`src/rtl/cc_deserializer.sv`:
```
`timescale 1ns/1ps
// Wrapped-burst line assembler: collects BEATS x DATA_W beats starting at the critical word
// and pushes {offset, line} into the fill FIFO.
module cc_deserializer #(
   parameter int DATA_W = 64,
   parameter int BEATS  = 8,
   parameter int OFS_W  = 6
) (
   input  logic                              clk,
   input  logic                              rst,
   input  logic                              req_valid_i,
   input  logic [OFS_W-1:0]                  req_offset_i,
   output logic                              req_ready_o,
   input  logic [DATA_W-1:0]                 rdata_i,
   input  logic                              rlast_i,
   input  logic                              rvalid_i,
   output logic                              rready_o,
   input  logic                              fifo_full_i,
   output logic                              fifo_wren_o,
   output logic [OFS_W+DATA_W*BEATS-1:0]     fifo_wdata_o,
   output logic                              err_o
);

   // state   | meaning
   // IDLE    | waiting for a fill request, req_ready_o high
   // COLLECT | accepting beats into wrapped slots, rready_o high
   // WRITE   | line complete, push when the fill FIFO has room

   localparam int CNT_W  = $clog2(BEATS);
   localparam int LINE_W = DATA_W * BEATS;

   typedef enum logic [1:0] {S_IDLE, S_COLLECT, S_WRITE} state_t;

   state_t              r_state;
   logic [CNT_W-1:0]    r_cnt;
   logic [OFS_W-1:0]    r_ofs;
   logic [LINE_W-1:0]   r_line;
   logic                r_err;
   logic                r_req_ready;
   logic                r_rready;

   logic [CNT_W-1:0]    w_slot;
   logic                w_last;

   // Upper offset bits select the critical word; the low byte bits ride along unused.
   assign w_slot = r_ofs[OFS_W-1 -: CNT_W] + r_cnt;
   assign w_last = (r_cnt == CNT_W'(BEATS-1));

   always_ff @(posedge clk) begin
      if (rst) begin
         r_state     <= S_IDLE;
         r_cnt       <= '0;
         r_ofs       <= '0;
         r_line      <= '0;
         r_err       <= 1'b0;
         r_req_ready <= 1'b1;
         r_rready    <= 1'b0;
      end else begin
         case (r_state)
            S_IDLE: begin
               if (req_valid_i) begin
                  r_ofs       <= req_offset_i;
                  r_cnt       <= '0;
                  r_state     <= S_COLLECT;
                  r_req_ready <= 1'b0;
                  r_rready    <= 1'b1;
               end
            end
            S_COLLECT: begin
               if (rvalid_i) begin
                  for (int k = 0; k < BEATS; k++) begin
                     if (w_slot == CNT_W'(k))
                        r_line[(BEATS-1-k)*DATA_W +: DATA_W] <= rdata_i;
                  end
                  // Burst length is fixed by the counter; rlast only flags protocol errors.
                  if (rlast_i != w_last)
                     r_err <= 1'b1;
                  r_cnt <= r_cnt + 1'b1;
                  if (w_last) begin
                     r_state  <= S_WRITE;
                     r_rready <= 1'b0;
                  end
               end
            end
            S_WRITE: begin
               if (!fifo_full_i) begin
                  r_state     <= S_IDLE;
                  r_req_ready <= 1'b1;
               end
            end
            default: begin
               r_state     <= S_IDLE;
               r_req_ready <= 1'b1;
               r_rready    <= 1'b0;
            end
         endcase
      end
   end

   assign req_ready_o  = r_req_ready;
   assign rready_o     = r_rready;
   assign fifo_wren_o  = (r_state == S_WRITE) & ~fifo_full_i;
   assign fifo_wdata_o = {r_ofs, r_line};
   assign err_o        = r_err;

endmodule

```
`config.mk`:
```
export PLATFORM = sky130hd
export DESIGN_NAME = cc_deserializer
export DESIGN_NICKNAME = d
export VERILOG_FILES = /design/src/rtl/cc_deserializer.sv
export SDC_FILE = /design/constraint.sdc
export NUM_CORES = 1
export LEC_CHECK = 0
export ABC_AREA = 1
export BUFFER_PORTS_ARGS = -buffer_cell sky130_fd_sc_hd__buf_2
export CORE_AREA = 2 2 234 236
export DETAILED_ROUTE_END_ITERATION = 12
export DIE_AREA = 0 0 236 238
export PLACE_DENSITY = 0.72
export SETUP_SLACK_MARGIN = 0.1
export SLEW_MARGIN = 20
export SYNTH_ARGS = -nofsm -noshare
export SYNTH_HDL_FRONTEND = slang
export SYNTH_SLANG_ARGS = --single-unit
```
`constraint.sdc`:
```
create_clock -name clk -period 1.9 [get_ports clk]
set_clock_uncertainty 0.05 [all_clocks]
set_input_delay 0.38 -clock clk [delete_from_list [all_inputs] [get_ports clk]]
set_output_delay 0.38 -clock clk [all_outputs]
set_load 0.05 [all_outputs]
```
==> results of run 1 <==
-- report_power, final --
part           switching [mW]  internal, mW
sequential              0.170          11.3
clock                    4.54          6.63
combinational            3.49          1.57
-- metal layers --
layer / GRT usage / vias to the layer above
met5: 0 / -
met4: 0.1077 / 0
met3: 0.05275 / 239
met2: 0.4056 / 1227
met1: 0.3199 / 10569
li1: - / 10873
-- layout by cell type, fill, tap and decap left out, types with 9 or more instances in the layout --
master     instances
a21oi_1          263
buf_12            59
buf_2            598
buf_4            100
buf_6             36
buf_8             22
clkbuf_1          13
clkbuf_16         87
clkbuf_8           9
clkinv_2          12
dfxtp_1          523
inv_1             75
nand2_1          507
nand2_2           17
nand3_1          413
nand3_2           95
nand3_4           12
nor2_1           776
o21ai_0           10
-- per-stage QoR --
step / cell area, um2 / cells / setup TNS, ns
after floorplan: 21330 / 2980 / -84.67
after CTS: 28200 / 4333 / -135.02
after global routing: 29950 / 4375 / -227.55
after detailed placement: 25900 / 4216 / -154.18
final: 29950 / 4375 / -179.71
after global placement: 25900 / 4216 / -135.60
-- logic make-up (layout without fill, tap and decap cells) --
logic type	Yosys count	after routing	synth area share
buf+inv	330	1029	0.07687
flops	526	526	0.4957
compound gates	275	275	0.06491
fa+ha+maj	4	4	0.002710
simple gates	1844	1844	0.3594
xor+xnor	1	1	0.0004124
-- final timing paths --
| check | endpoint | cells after the start |
|---|---|---|
| setup reg to reg | r_line[236] | 12 |
| setup / recovery | r_line[236] | 12 |
| hold / removal | r_ofs[4] | 3 |
| hold reg to reg | r_line[6] | 2 |
-- area by class of cell --
type	count	area, um2	area share
Tap cell	696	870.8	0.02908
Inverter	80	309.0	0.01032
Clock buffer	79	1599	0.05339
Clock inverter	19	251.5	0.008397
Multi-Input combinational cell	2124	9858	0.3291
Sequential cell	526	10540	0.3519
Timing Repair Buffer	851	6524	0.2178
-- state kept, by name, summed over array words and instances, names as in the netlist --
| register | flops |
|---|---|
| r_line | 512 |
| r_ofs | 6 |
| r_cnt | 3 |
| r_state | 2 |
| err_o | 1 |
| req_ready_o | 1 |
| rready_o | 1 |
-- worst max-delay path, stage by stage (launching register included) --
cell and delay [ns]:
dfxtp_4 0.36, ha_4 0.12, inv_2 0.03, fa_2 0.57, nand4_1 0.12, buf_6 0.16
nor2_4 0.09, buf_4 0.13, buf_12 0.17, buf_12 0.18, nand3_1 0.09, nand2_1 0.09
nor2_1 0.05
-- repair_timing --
action | 4_1_cts | 5_1_grt
pin swaps | 6 | 62
hold buffers | 3 | 0
buffers inserted | 11 | 9
gates cloned | 5 | 35
gates resized for setup | 50 | 202
hold endpoints to repair | 3 | 0
endpoints found under the setup margin | 514 | 514
==> impl_metrics.py, run 1 <==
metrics = {
    "global_routing": {
        "grt_pass1_vias": 20161,
        "track_usage": 0.2492,
        "grt_first_pass_wirelength_um": 112900,
        "grt_max_degree": 70,
        "grt_overflow": 0,
        "antenna_found_initial": 0,
    },
    "die": {
        "initial_core_util": 0.3971,
        "fp.dieW_um": 236,
        "die_h_um": 238,
        "die_area_um2": 56170,
        "ios": 598,
        "core-area_um2": 53500,
        "rows": 85,
    },
    "power": {
        "total_power_mw": 27.69,
        "p_leak_nw": 13.98,
        "power.density_nw_per_um2": 924.6,
        "ir_worst_vdd_uv": 673.8,
    },
    "sta": {
        "hold_viol": 0,
        "setup-violations-final": 513,
        "rsz0062_at_grt": "true",
        "tightest_slew_ns": 0.6570,
        "final.period_utilization": 1.242,
        "maxSlewViolCount": 0,
        "worst_slack_ns": -0.4607,
        "fmax_mhz": 423.6,
        "fin_crit_ns": 2.361,
        "hold_slack_ns": 0.04662,
        "maxSlewHeadroom": 0.5615,
    },
    "layout": {
        "diodes": 0,
        "final_nets": 3718,
        "drive_gt1_frac": 0.2960,
        "area_growth_pct": 41.00,
        "fillers": 4822,
        "utilization": 0.5599,
    },
    "logic_synthesis": {
        "synth.avg_cell_area_um2": 7.128,
        "ys.flop_type": "dfxtp_1",
        "ys_top_cells_by_area": "dfxtp_1 (50%), nor2_1 (14%), nand3_1 (12%), nand2_1 (9.3%), a21oi_1 (6.2%)",
        "syn_nets": 3060,
        "synth_cell_type_count": 25,
        "synth-edff-count": 0,
        "synth_top_area_share": 0.4957,
        "syn-cell-area_um2": 21240,
        "synth_top_area_cell": "dfxtp_1",
        "synth_commonest_cells": "nor2_1 (786), nand2_1 (527), dfxtp_1 (526)",
        "synth-async-reset-ratio": 0,
        "synth.most_common_cell": "nor2_1",
        "yosys_warnings": 0,
        "ys_seq_area_frac": 0.4957,
        "syn-instance-count": 2980,
        "synth_seq_cells": 526,
    },
    "routing": {
        "wl_met1_um": 32260,
        "route.met2.wl_um": 37500,
        "firstDrtPassIters": 8,
        "final_antenna_net_count": 0,
        "vias": 22908,
        "top_layer": "met4",
        "dr_wl_met3_um": 7476,
        "wl_um": 81180,
        "drc": 0,
        "drtIter0Drc": 1916,
        "wire_per_inst_um": 18.56,
        "via_per_inst": 5.236,
    },
    "run_status": {
        "violations": "setup timing",
        "outcome": "finished, violations left",
    },
    "critical_path": {
        "worst_setup_path_end_kind": "flop",
        "worstReg2RegStart": "r_ofs[3]",
        "reg2reg_slack_ns": -0.46,
        "crit_start": "r_ofs[3]",
        "cp_max_fo": 21,
        "required_ns": 2.33,
        "start_kind": "flop",
        "criticalPathCategory": "flop to flop",
        "arrival_ns": 2.79,
    },
    "place": {
        "pre_cts_slack_ns": -0.3816,
        "place.gp.congestion": 0.8729,
        "port_buffers": 597,
        "place_hpwl_um": 50330,
    },
    "clocking": {
        "cts_buffers": 55,
        "clk_pin_slew_ns": 0.07,
        "cts_tree": "built",
        "htree_levels": 2,
        "root_buffer": "clkbuf_16",
        "max-clock-path-buffers": 3,
        "cts.sinks": 526,
        "clk_latency_ns": 0.59,
    },
    "min_path": {
        "min_path_type": "input port to flop",
        "hp-start": "req_offset_i[4]",
    },
    "run": {
        "max-cap-violations": 0,
    },
}
Note: power is estimated with default switching activity, not from simulation.
==> run 2: changes to the inputs <==
--- a/config.mk
+++ b/config.mk
@@ -10,7 +10,7 @@
 export CORE_AREA = 2 2 234 236
 export DETAILED_ROUTE_END_ITERATION = 12
 export DIE_AREA = 0 0 236 238
-export PLACE_DENSITY = 0.72
+export PLACE_DENSITY = 0.69
 export SETUP_SLACK_MARGIN = 0.1
 export SLEW_MARGIN = 20
 export SYNTH_ARGS = -nofsm -noshare
==> constraint.sdc (replaced) <==
create_clock -name clk -period 2.3 [get_ports clk]
set_clock_uncertainty 0.05 [all_clocks]
set_input_delay 0.46 -clock clk [delete_from_list [all_inputs] [get_ports clk]]
set_output_delay 0.46 -clock clk [all_outputs]
set_load 0.05 [all_outputs]
==> run 2 against run 1 <==
The flow still finishes with violations (setup timing); worst setup slack improved by 0.40 ns; non-clock buffer count shrank 48; core utilization fell by 1.2 points; sequential power fell by 18%; via count fell by 3.3%; largest power group unchanged; flip-flop and latch count did not move; clock power shrank 20%; cell count down 1.1%; clock-buffer cell count increased by 1; worst hold slack better by 0.023 ns.
==> impl_metrics.py, run 2 (synthesis results as in run 1) <==
metrics = {
    "layout": {
        "final_cell_mix": "nor2_1 (781), buf_2 (597), dfxtp_1 (523), nand2_1 (515), nand3_1 (423)",
        "largest_register_ffs": 512,
        "area_growth_pct": 38.00,
        "final_nets": 3671,
        "fin_area_um2": 29310,
        "final_common_cell": "nor2_1",
        "largest_registers": "r_line: 512 flops, r_ofs: 6 flops, r_cnt: 3 flops",
        "drive_gt1_frac": 0.2837,
        "regMostFlops": "r_line",
        "diodes": 0,
    },
    "clocking": {
        "max-clock-path-buffers": 3,
        "cts.sinks": 526,
        "clk_latency_ns": 0.60,
        "clk_pin_slew_ns": 0.06,
        "cts_tree": "built",
        "root_buffer": "clkbuf_16",
        "htree_levels": 2,
        "cts_buffers": 55,
    },
    "power": {
        "swShare": 0.2975,
        "ir_worst_vdd_uv": 640.5,
        "power.density_nw_per_um2": 775.5,
        "p_switching_mw": 6.763,
        "total_power_mw": 22.73,
        "p_int_mw": 15.97,
        "p_seq_frac": 0.416,
        "comb_power_share": 0.189,
        "clockPowerShare": 0.395,
        "p_leak_nw": 13.73,
    },
    "place": {
        "port_buffers": 597,
        "dpl-instance-area_um2": 25610,
        "place.gp.congestion": 0.8641,
        "place_hpwl_um": 49110,
    },
    "die": {
        "die_area_um2": 56170,
        "ios": 598,
        "die_h_um": 238,
        "core-area_um2": 53500,
        "rows": 85,
        "fp.dieW_um": 236,
        "initial_core_util": 0.3971,
    },
    "global_routing": {
        "grt_max_degree": 92,
        "use_met1": 0.3160,
        "antenna_found_initial": 2,
        "grt_pass1_vias": 19491,
        "met2_usage": 0.3913,
        "track_usage": 0.2448,
        "grt_overflow": 0,
        "grt_first_pass_wirelength_um": 110700,
        "grt-busiest-layer": "met2",
        "grt_use_met3": 0.06444,
    },
    "routing": {
        "final_antenna_net_count": 0,
        "drtIter0Drc": 1777,
        "wire_per_inst_um": 18.31,
        "vias": 22156,
        "wl_um": 79220,
        "drc": 0,
        "via_per_inst": 5.122,
        "firstDrtPassIters": 7,
    },
    "min_path": {
        "min_path_type": "input port to flop",
    },
    "critical_path": {
        "required_ns": 2.73,
        "worst_setup_path_end_kind": "flop",
        "cpMostUsedCell": "buf_6",
        "crit_chain": "ha_4, inv_2, fa_2, nand4_1, buf_6, nor2_4, buf_6, clkbuf_16, buf_8, nand3_2, nand2_2, nor2_1",
        "crit_buf_inv": 5,
        "cp_max_fo": 7,
        "start_kind": "flop",
        "slowest_delay_ns": 0.54,
        "criticalPathCategory": "flop to flop",
        "critical_path.top_delay_family": "adder cells",
        "cpMaxStageDelayCell": "fa_2",
        "arrival_ns": 2.79,
    },
    "sta": {
        "worst_slack_ns": -0.05681,
        "maxSlewViolCount": 0,
        "fmax_mhz": 424.3,
        "setup-violations-final": 55,
        "fin_crit_ns": 2.357,
        "hold_viol": 0,
        "final.period_utilization": 1.025,
        "maxSlewHeadroom": 0.6593,
        "tightest_slew_ns": 0.5105,
        "rsz0062_at_grt": "true",
    },
    "run_status": {
        "outcome": "finished, violations left",
        "violations": "setup timing",
    },
    "run": {
        "max-cap-violations": 0,
    },
}
run 2: cell types whose count changed in the layout (fill, tap and decap cells not counted), moves of 7 or more:
cell,previous run,this run
buf_4,100,77
nand2_1,507,515
nand3_4,12,2
buf_6,36,18
nand3_1,413,423
buf_12,59,52
run 2: final timing paths:
check,from,slack (ns),to,cells after the start
max reg2reg,r_cnt[0],-0.06,r_line[460],12
min reg2reg,r_line[487],0.42,r_line[487],2
max,r_cnt[0],-0.06,r_line[460],12
min,req_offset_i[0],0.07,r_ofs[0],3
run 2: stage by stage:
step / hold WS [ns] / utilization / setup slack, ns / setup TNS (ns) / cells
final: 0.07008 / 0.5480 / -0.05681 / -0.7290 / 4326
after global routing: 0.07335 / 0.5480 / -0.1211 / -14.18 / 4326
after CTS: 0.04629 / 0.5200 / 0.005484 / 0 / 4280
after detailed placement: 0.4115 / 0.4787 / -0.007260 / -0.01300 / 4169
after global placement: 0.4035 / 0.4787 / 0.05945 / 0 / 4169
after floorplan: 0.4006 / - / 0.1355 / 0 / 2980
run 2: what timing repair did:
action / 4_1_cts / 5_1_grt
cloned: 4 / 27
resized for setup: 45 / 163
buffers inserted: 11 / 19
pin swaps: 24 / 103
setup endpoints to repair: 435 / 511
hold buffers: 0 / 0
run 2: area by class of cell:
class | instances | area [um2]
flip-flops and latches | 526 | 10540
well taps | 696 | 870.8
clock buffers | 80 | 1643
multi-input cells | 2125 | 9724
inverters | 80 | 309.0
clock inverters | 16 | 167.7
fillers | 5065 | 24180
repair buffers | 803 | 6063
run 2: per-layer routing:
layer	part of all wire	vias up
li1	-	10774
met1	0.41	10252
met2	0.46	959
met3	0.091	167
met4	0.036	4
met5	0.00038	-
run 2: worst register-to-register path, delay by kind of cell (launching register included):
family / cells / cell delay, ns
DFF: 1 / 0.36
buffers and inverters: 5 / 0.67
adders and majority gates: 2 / 0.68
and+or+nand+nor: 5 / 0.49
run 2: power groups by stage:
stage | Combinational (mW) | Clock, mW | Sequential [mW]
floorplan | 1.74 | 0 | 10.4
global placement | 3.71 | 0 | 9.65
detailed placement | 3.72 | 0 | 9.65
CTS | 3.88 | 9.07 | 9.45
global route | 4.56 | 9.47 | 9.47
finish | 4.29 | 8.98 | 9.46
